### src/rtl/fib_seq_gen.sv
// Fibonacci program sequencer: issues a fixed SET/INC/COPY/ADD/STORE instruction
// stream to a register-file datapath so that R0 ends up holding F(N).
module fib_seq_gen (
    input  logic       clk,
    input  logic       rst,
    input  logic       start,
    input  logic [3:0] n_in,
    input  logic       instr_ready,
    output logic [2:0] opcode,
    output logic [1:0] op1,
    output logic [1:0] op2,
    output logic       instr_valid,
    output logic       busy,
    output logic       done
);

    typedef enum logic [3:0] {
        S_IDLE   = 4'd0,
        S_INIT_A = 4'd1,
        S_INIT_B = 4'd2,
        S_INC_B  = 4'd3,
        S_CHK    = 4'd4,
        S_CP_T   = 4'd5,
        S_ADD    = 4'd6,
        S_CP_A   = 4'd7,
        S_STORE  = 4'd8,
        S_DONE   = 4'd9
    } state_t;

    state_t     state_q, state_d;
    logic [3:0] cnt_q, cnt_d;
    logic [2:0] opcode_q, opcode_d;
    logic [1:0] op1_q, op1_d;
    logic [1:0] op2_q, op2_d;
    logic       valid_q, valid_d;
    logic       busy_q, busy_d;
    logic       done_q, done_d;
    logic       acc_s;

    assign acc_s       = valid_q & instr_ready;
    assign opcode      = opcode_q;
    assign op1         = op1_q;
    assign op2         = op2_q;
    assign instr_valid = valid_q;
    assign busy        = busy_q;
    assign done        = done_q;

    // Next state and loop counter; instruction states advance only on handshake
    always_comb begin
        state_d = state_q;
        cnt_d   = cnt_q;
        case (state_q)
            S_IDLE: begin
                if (start) begin
                    state_d = S_INIT_A;
                    cnt_d   = n_in;
                end else begin
                    state_d = S_IDLE;
                end
            end
            S_INIT_A: begin
                if (acc_s) state_d = S_INIT_B;
                else       state_d = S_INIT_A;
            end
            S_INIT_B: begin
                if (acc_s) state_d = S_INC_B;
                else       state_d = S_INIT_B;
            end
            S_INC_B: begin
                if (acc_s) state_d = S_CHK;
                else       state_d = S_INC_B;
            end
            S_CHK: begin
                if (cnt_q == 4'd0) state_d = S_STORE;
                else               state_d = S_CP_T;
            end
            S_CP_T: begin
                if (acc_s) state_d = S_ADD;
                else       state_d = S_CP_T;
            end
            S_ADD: begin
                if (acc_s) state_d = S_CP_A;
                else       state_d = S_ADD;
            end
            S_CP_A: begin
                if (acc_s) begin
                    state_d = S_CHK;
                    cnt_d   = cnt_q - 4'd1;
                end else begin
                    state_d = S_CP_A;
                end
            end
            S_STORE: begin
                if (acc_s) state_d = S_DONE;
                else       state_d = S_STORE;
            end
            S_DONE:  state_d = S_IDLE;
            default: state_d = S_IDLE;
        endcase
    end

    // Output decode from the next state so the registered outputs line up with it
    always_comb begin
        opcode_d = 3'b000;
        op1_d    = 2'b00;
        op2_d    = 2'b00;
        valid_d  = 1'b0;
        busy_d   = (state_d != S_IDLE);
        done_d   = (state_d == S_DONE);
        case (state_d)
            S_INIT_A: begin opcode_d = 3'b001; op1_d = 2'b00; op2_d = 2'b00; valid_d = 1'b1; end
            S_INIT_B: begin opcode_d = 3'b001; op1_d = 2'b01; op2_d = 2'b00; valid_d = 1'b1; end
            S_INC_B:  begin opcode_d = 3'b010; op1_d = 2'b01; op2_d = 2'b00; valid_d = 1'b1; end
            S_CP_T:   begin opcode_d = 3'b111; op1_d = 2'b10; op2_d = 2'b01; valid_d = 1'b1; end
            S_ADD:    begin opcode_d = 3'b110; op1_d = 2'b01; op2_d = 2'b00; valid_d = 1'b1; end
            S_CP_A:   begin opcode_d = 3'b111; op1_d = 2'b00; op2_d = 2'b10; valid_d = 1'b1; end
            S_STORE:  begin opcode_d = 3'b101; op1_d = 2'b00; op2_d = 2'b00; valid_d = 1'b1; end
            default:  begin opcode_d = 3'b000; op1_d = 2'b00; op2_d = 2'b00; valid_d = 1'b0; end
        endcase
    end

    // State, counter and registered outputs
    always_ff @(posedge clk or posedge rst) begin
        if (rst) begin
            state_q  <= S_IDLE;
            cnt_q    <= 4'd0;
            opcode_q <= 3'b000;
            op1_q    <= 2'b00;
            op2_q    <= 2'b00;
            valid_q  <= 1'b0;
            busy_q   <= 1'b0;
            done_q   <= 1'b0;
        end else begin
            state_q  <= state_d;
            cnt_q    <= cnt_d;
            opcode_q <= opcode_d;
            op1_q    <= op1_d;
            op2_q    <= op2_d;
            valid_q  <= valid_d;
            busy_q   <= busy_d;
            done_q   <= done_d;
        end
    end

endmodule

### config.mk
export PLATFORM = sky130hd
export DESIGN_NAME = fib_seq_gen
export DESIGN_NICKNAME = d
export VERILOG_FILES = /design/src/rtl/fib_seq_gen.sv
export SDC_FILE = /design/constraint.sdc
export NUM_CORES = 1
export LEC_CHECK = 0
export ABC_CLOCK_PERIOD_IN_PS = 2250
export CAP_MARGIN = 20
export CORE_UTILIZATION = 50
export DETAILED_ROUTE_END_ITERATION = 7
export PLACE_DENSITY = 0.77
export SYNTH_ARGS = -nofsm -noshare
export SYNTH_HDL_FRONTEND = slang
export SYNTH_SLANG_ARGS = --single-unit
### constraint.sdc
create_clock -name clk -period 2.25 [get_ports clk]
set_input_delay 0.5625 -clock clk [delete_from_list [all_inputs] [get_ports clk]]
set_output_delay 0.5625 -clock clk [all_outputs]
set_load 0.05 [all_outputs]
==> summary by stage <==
Synthesis
The count of yosys warnings during synthesis is 0. The mapped netlist covers 962 um^2. Counting flops and latches in the post-synthesis netlist gives 18.

The most used flip-flop cell after synthesis is dfrtp_1. The average cell area after synthesis is a little under 10 um^2. The number of enable flip-flop cells after synthesis is 0. The number of nets in the synthesized netlist is 109. By instance count, the leading cell after synthesis is dfrtp_1. The share of Yosys cell area claimed by the top area cell type is between 40% and 50%. The library cell with the largest summed area after synthesis is dfrtp_1. The fraction of registers with async set/reset is 100%.

Sorting the synthesized cells by how often they occur yields 18 x dfrtp_1, 8 x a21oi_1, 8 x nor2_1, 8 x o21ai_0. By area the synthesized netlist is led by dfrtp_1 47%, nor4_4 4.4%, a21oi_1 4.2%. Of the synthesized area, sequential elements account for between 40% and 50%. The distinct cell type count after synthesis is 34. Synthesis produced a netlist whose cell count is 100.

Route
Once detail routing completed, the nets flagged for antenna violations numbered 0. The first detailed-routing pass took 4 iterations. Detailed routing inserted a total of roughly 840 vias. The wire length after detailed routing is between 2 and 2.5 mm.

In this run, the number of DRC markers left after iteration 0 of detailed routing was 20. The mean number of vias per cell is around 5.7. The routed wire length per instance is approximately 15 um. For this run, design rule violations remaining after detail routing come to 0.

STA
The post-route minimum period is approximately 2100 ps. Derived from the worst setup path, the maximum achievable clock frequency is 473 MHz. The share of the cycle needed by the critical path after routing is approximately 94%.

Across the routed clock network, the largest skew measured is between 2 and 2.5 ps. The actual transition at the worst max-transition pin is 700 ps. The setup violation total in the final timing report is 0. The count of pins over their slew limit came to 0.

The worst hold slack across all endpoints is roughly 540 ps. Setup repair after global routing could not meet its margin everywhere. The number of hold violations in the final report is 0. The worst pin sits at a relative slew slack of between 50 and 60%.

Global routing
The total congestion overflow after global routing is 0. In the global route stage, overall resource usage came out at 23.7%. The wire length of the first global-routing pass is between 3 and 4 mm. The number of antenna violations at the first check in global routing came to 0.

The pin count of the biggest net entering global routing is 19. The via count of the first global-routing pass is approximately 760.

Layout
The area growth from synthesis to layout is 26.4%. Once layout is complete, the cells apart from fillers number between 100 and 150. The total number of nets in the final design is 133.

In the final layout, the share of cells above drive strength 1 is between 10% and 20%. The antenna cell count is 0.

Worst setup path
Walking the worst path, the cells encountered are inv_1, ha_1, or3b_4, and3_4, nor4_4, a2bb2oi_1, nor3_1. STA puts the critical path data arrival time at ~2300 ps. The worst setup path is launched from a flop. The critical path ends at op1[1]$_DFF_PP0_. For the worst setup path, the data required time is around 2400 ps. In this run the critical register-to-register path is launched from cnt_q[0]$_DFFE_PP0P_. The worst reg2reg path depth is 7. The setup slack on the worst flop-to-flop path is between 100 and 150 ps. On the worst path, the slowest cell contributes a delay of 410 ps. In this run the worst path has a maximum fanout of 7. The worst setup path is of the flop to flop kind. The endpoint type of the worst setup path is a flop. The worst register-to-register path ends at op1[1]$_DFF_PP0_. The largest individual stage delay along the critical path comes from the cell or3b_4. The critical path starts at cnt_q[0]$_DFFE_PP0P_.

Clock tree
The number of CTS-inserted buffers is 3. At the later pin of the worst-skew pair, clock insertion delay measures slightly below 300 ps. Clock tree synthesis found a total of 18 sinks. Once the clock tree was built, the setup fixing pass inserted 0 buffers. The clock-pin slew on the worst setup and hold paths is roughly 100 ps.

The number of gates resized after CTS is 0. CTS built an H-tree with a depth of 1. The worst-case clock buffer depth is 2. The TritonCTS clock tree is yes. The tree is rooted in a clkbuf_4.

Placed design
Summed over all nets, the half-perimeter wirelength after detailed placement is around 1.6 mm. The post-placement cell count is between 100 and 150. The total of buffers placed on input and output ports is 17. The routability congestion estimate from global placement is approximately 0.93.

Floorplan
Once the floorplan was initialized, standard cells occupied 54.5% of the core. The die is ~46 um wide. The die footprint is between 2000 and 2500 um^2.

The top-level I/O count is 18. After floorplanning, the core was sized to cover roughly 1800 um^2. The floorplan has 15 rows. The vertical die dimension is 45.9 um.

Power
The maximum vdd ir drop is 0.000958 V. The leakage power figure is about 0.52 nW. The total design power is between 1.5 and 2 mW. The total power per unit cell area is approximately 1600 nW/um^2.

Flow run
The tool flagged a number of max-cap violations equal to 0.

Worst hold path
The worst min-delay path class is flop to flop.

Run status
The run finished with clean final reports.
-- layout by cell type, fill, tap and decap left out, drive strengths merged --
cell type / netlist / final
a211oi: 2 / 2
a21o: 1 / 1
a21oi: 8 / 8
a2bb2oi: 1 / 1
a31o: 1 / 1
a32oi: 1 / 1
and2: 1 / 1
and3: 3 / 3
and4: 1 / 1
buf: 3 / 7
clkbuf: 2 / 3
clkdlybuf4s50: 0 / 17
dfrtp: 18 / 18
ha: 1 / 1
inv: 6 / 6
mux2i: 1 / 1
nand2: 3 / 3
nand2b: 2 / 2
nand3: 6 / 6
nor2: 8 / 8
nor2b: 3 / 3
nor3: 4 / 4
nor3b: 2 / 2
nor4: 3 / 3
o211ai: 1 / 1
o21a: 2 / 2
o21ai: 8 / 8
o22ai: 1 / 1
o2bb2ai: 2 / 2
o32a: 1 / 1
or3: 2 / 2
or3b: 1 / 1
xor2: 1 / 1
-- layer usage --
| metal | track usage (%) | routed length (um) | vias to the layer above |
|---|---|---|---|
| met5 | 0 | 0 | - |
| met4 | 10.6 | 38 | 0 |
| met3 | 3.57 | 88 | 5 |
| met2 | 34.9 | 923 | 22 |
| met1 | 33.9 | 1080 | 405 |
| li1 | - | - | 409 |
-- flip-flops by register name, indices dropped and copies added (netlist names) --
| name | cells |
|---|---|
| busy | 1 |
| cnt_q | 4 |
| done | 1 |
| instr_valid | 1 |
| op1 | 2 |
| op2 | 2 |
| opcode | 3 |
| state_q | 4 |
-- power by group --
part / internal, mW / switching, mW / total, mW
combinational: 0.484 / 0.705 / 1.19
clock: 0.0624 / 0.0970 / 0.159
sequential: 0.454 / 0.0958 / 0.550
total: 1.00 / 0.898 / 1.90
-- cell type report --
| class | count | area [um^2] |
|---|---|---|
| tap | 25 | 31.3 |
| multi-input combinational | 71 | 467 |
| timing repair buffer | 24 | 223 |
| clock buffer | 3 | 22.5 |
| fill | 150 | 548 |
| sequential | 18 | 450 |
| inverter | 6 | 22.5 |
-- worst max-delay path, delay by kind of cell (launching register included) --
family	cells	cell delay [ps]
flops	1	400
compound gates	1	270
fa+ha+maj	1	190
buf+inv	1	80
simple gates	4	1070
-- stage by stage --
| stage | setup slack, ps | utilization (%) | instance area [um^2] | setup TNS (ps) |
|---|---|---|---|---|
| after floorplan | 295 | - | 962 | 0 |
| after CTS | 93.7 | 68.9 | 1220 | 0 |
| final | 134 | 68.9 | 1220 | 0 |
| after global placement | 47.0 | 67.7 | 1190 | 0 |
| after global routing | -18.4 | 68.9 | 1220 | -33.9 |
| after detailed placement | 27.5 | 67.7 | 1190 | 0 |
-- worst min path at each step --
stage / from / end / cells past startpoint
global placement: cnt_q[3]$_DFFE_PP0P_ / cnt_q[3]$_DFFE_PP0P_ / 1
global route: cnt_q[3]$_DFFE_PP0P_ / cnt_q[3]$_DFFE_PP0P_ / 1
floorplan: cnt_q[3]$_DFFE_PP0P_ / cnt_q[3]$_DFFE_PP0P_ / 1
finish: cnt_q[3]$_DFFE_PP0P_ / cnt_q[3]$_DFFE_PP0P_ / 1
CTS: cnt_q[3]$_DFFE_PP0P_ / cnt_q[3]$_DFFE_PP0P_ / 1
detailed placement: cnt_q[3]$_DFFE_PP0P_ / cnt_q[3]$_DFFE_PP0P_ / 1
-- logic make-up (layout without fill, tap and decap cells) --
family	count (synthesis)	after routing	share of synthesized area, %
and+or+nand+nor	39	39	26.0
AOI/OAI and AO/OA	29	29	19.2
DFF	18	18	46.8
buffers and inverters	11	33	4.68
adders and majority gates	1	1	1.30
xor gates and xnor gates	1	1	0.910
muxes	1	1	1.04
-- timing repair --
item / 4_1_cts / 5_1_grt
setup endpoints to repair: 0 / 6
hold buffers: 0 / 0
endpoints found under the hold margin: 0 / 0
Power figures use the tool's default switching activity.
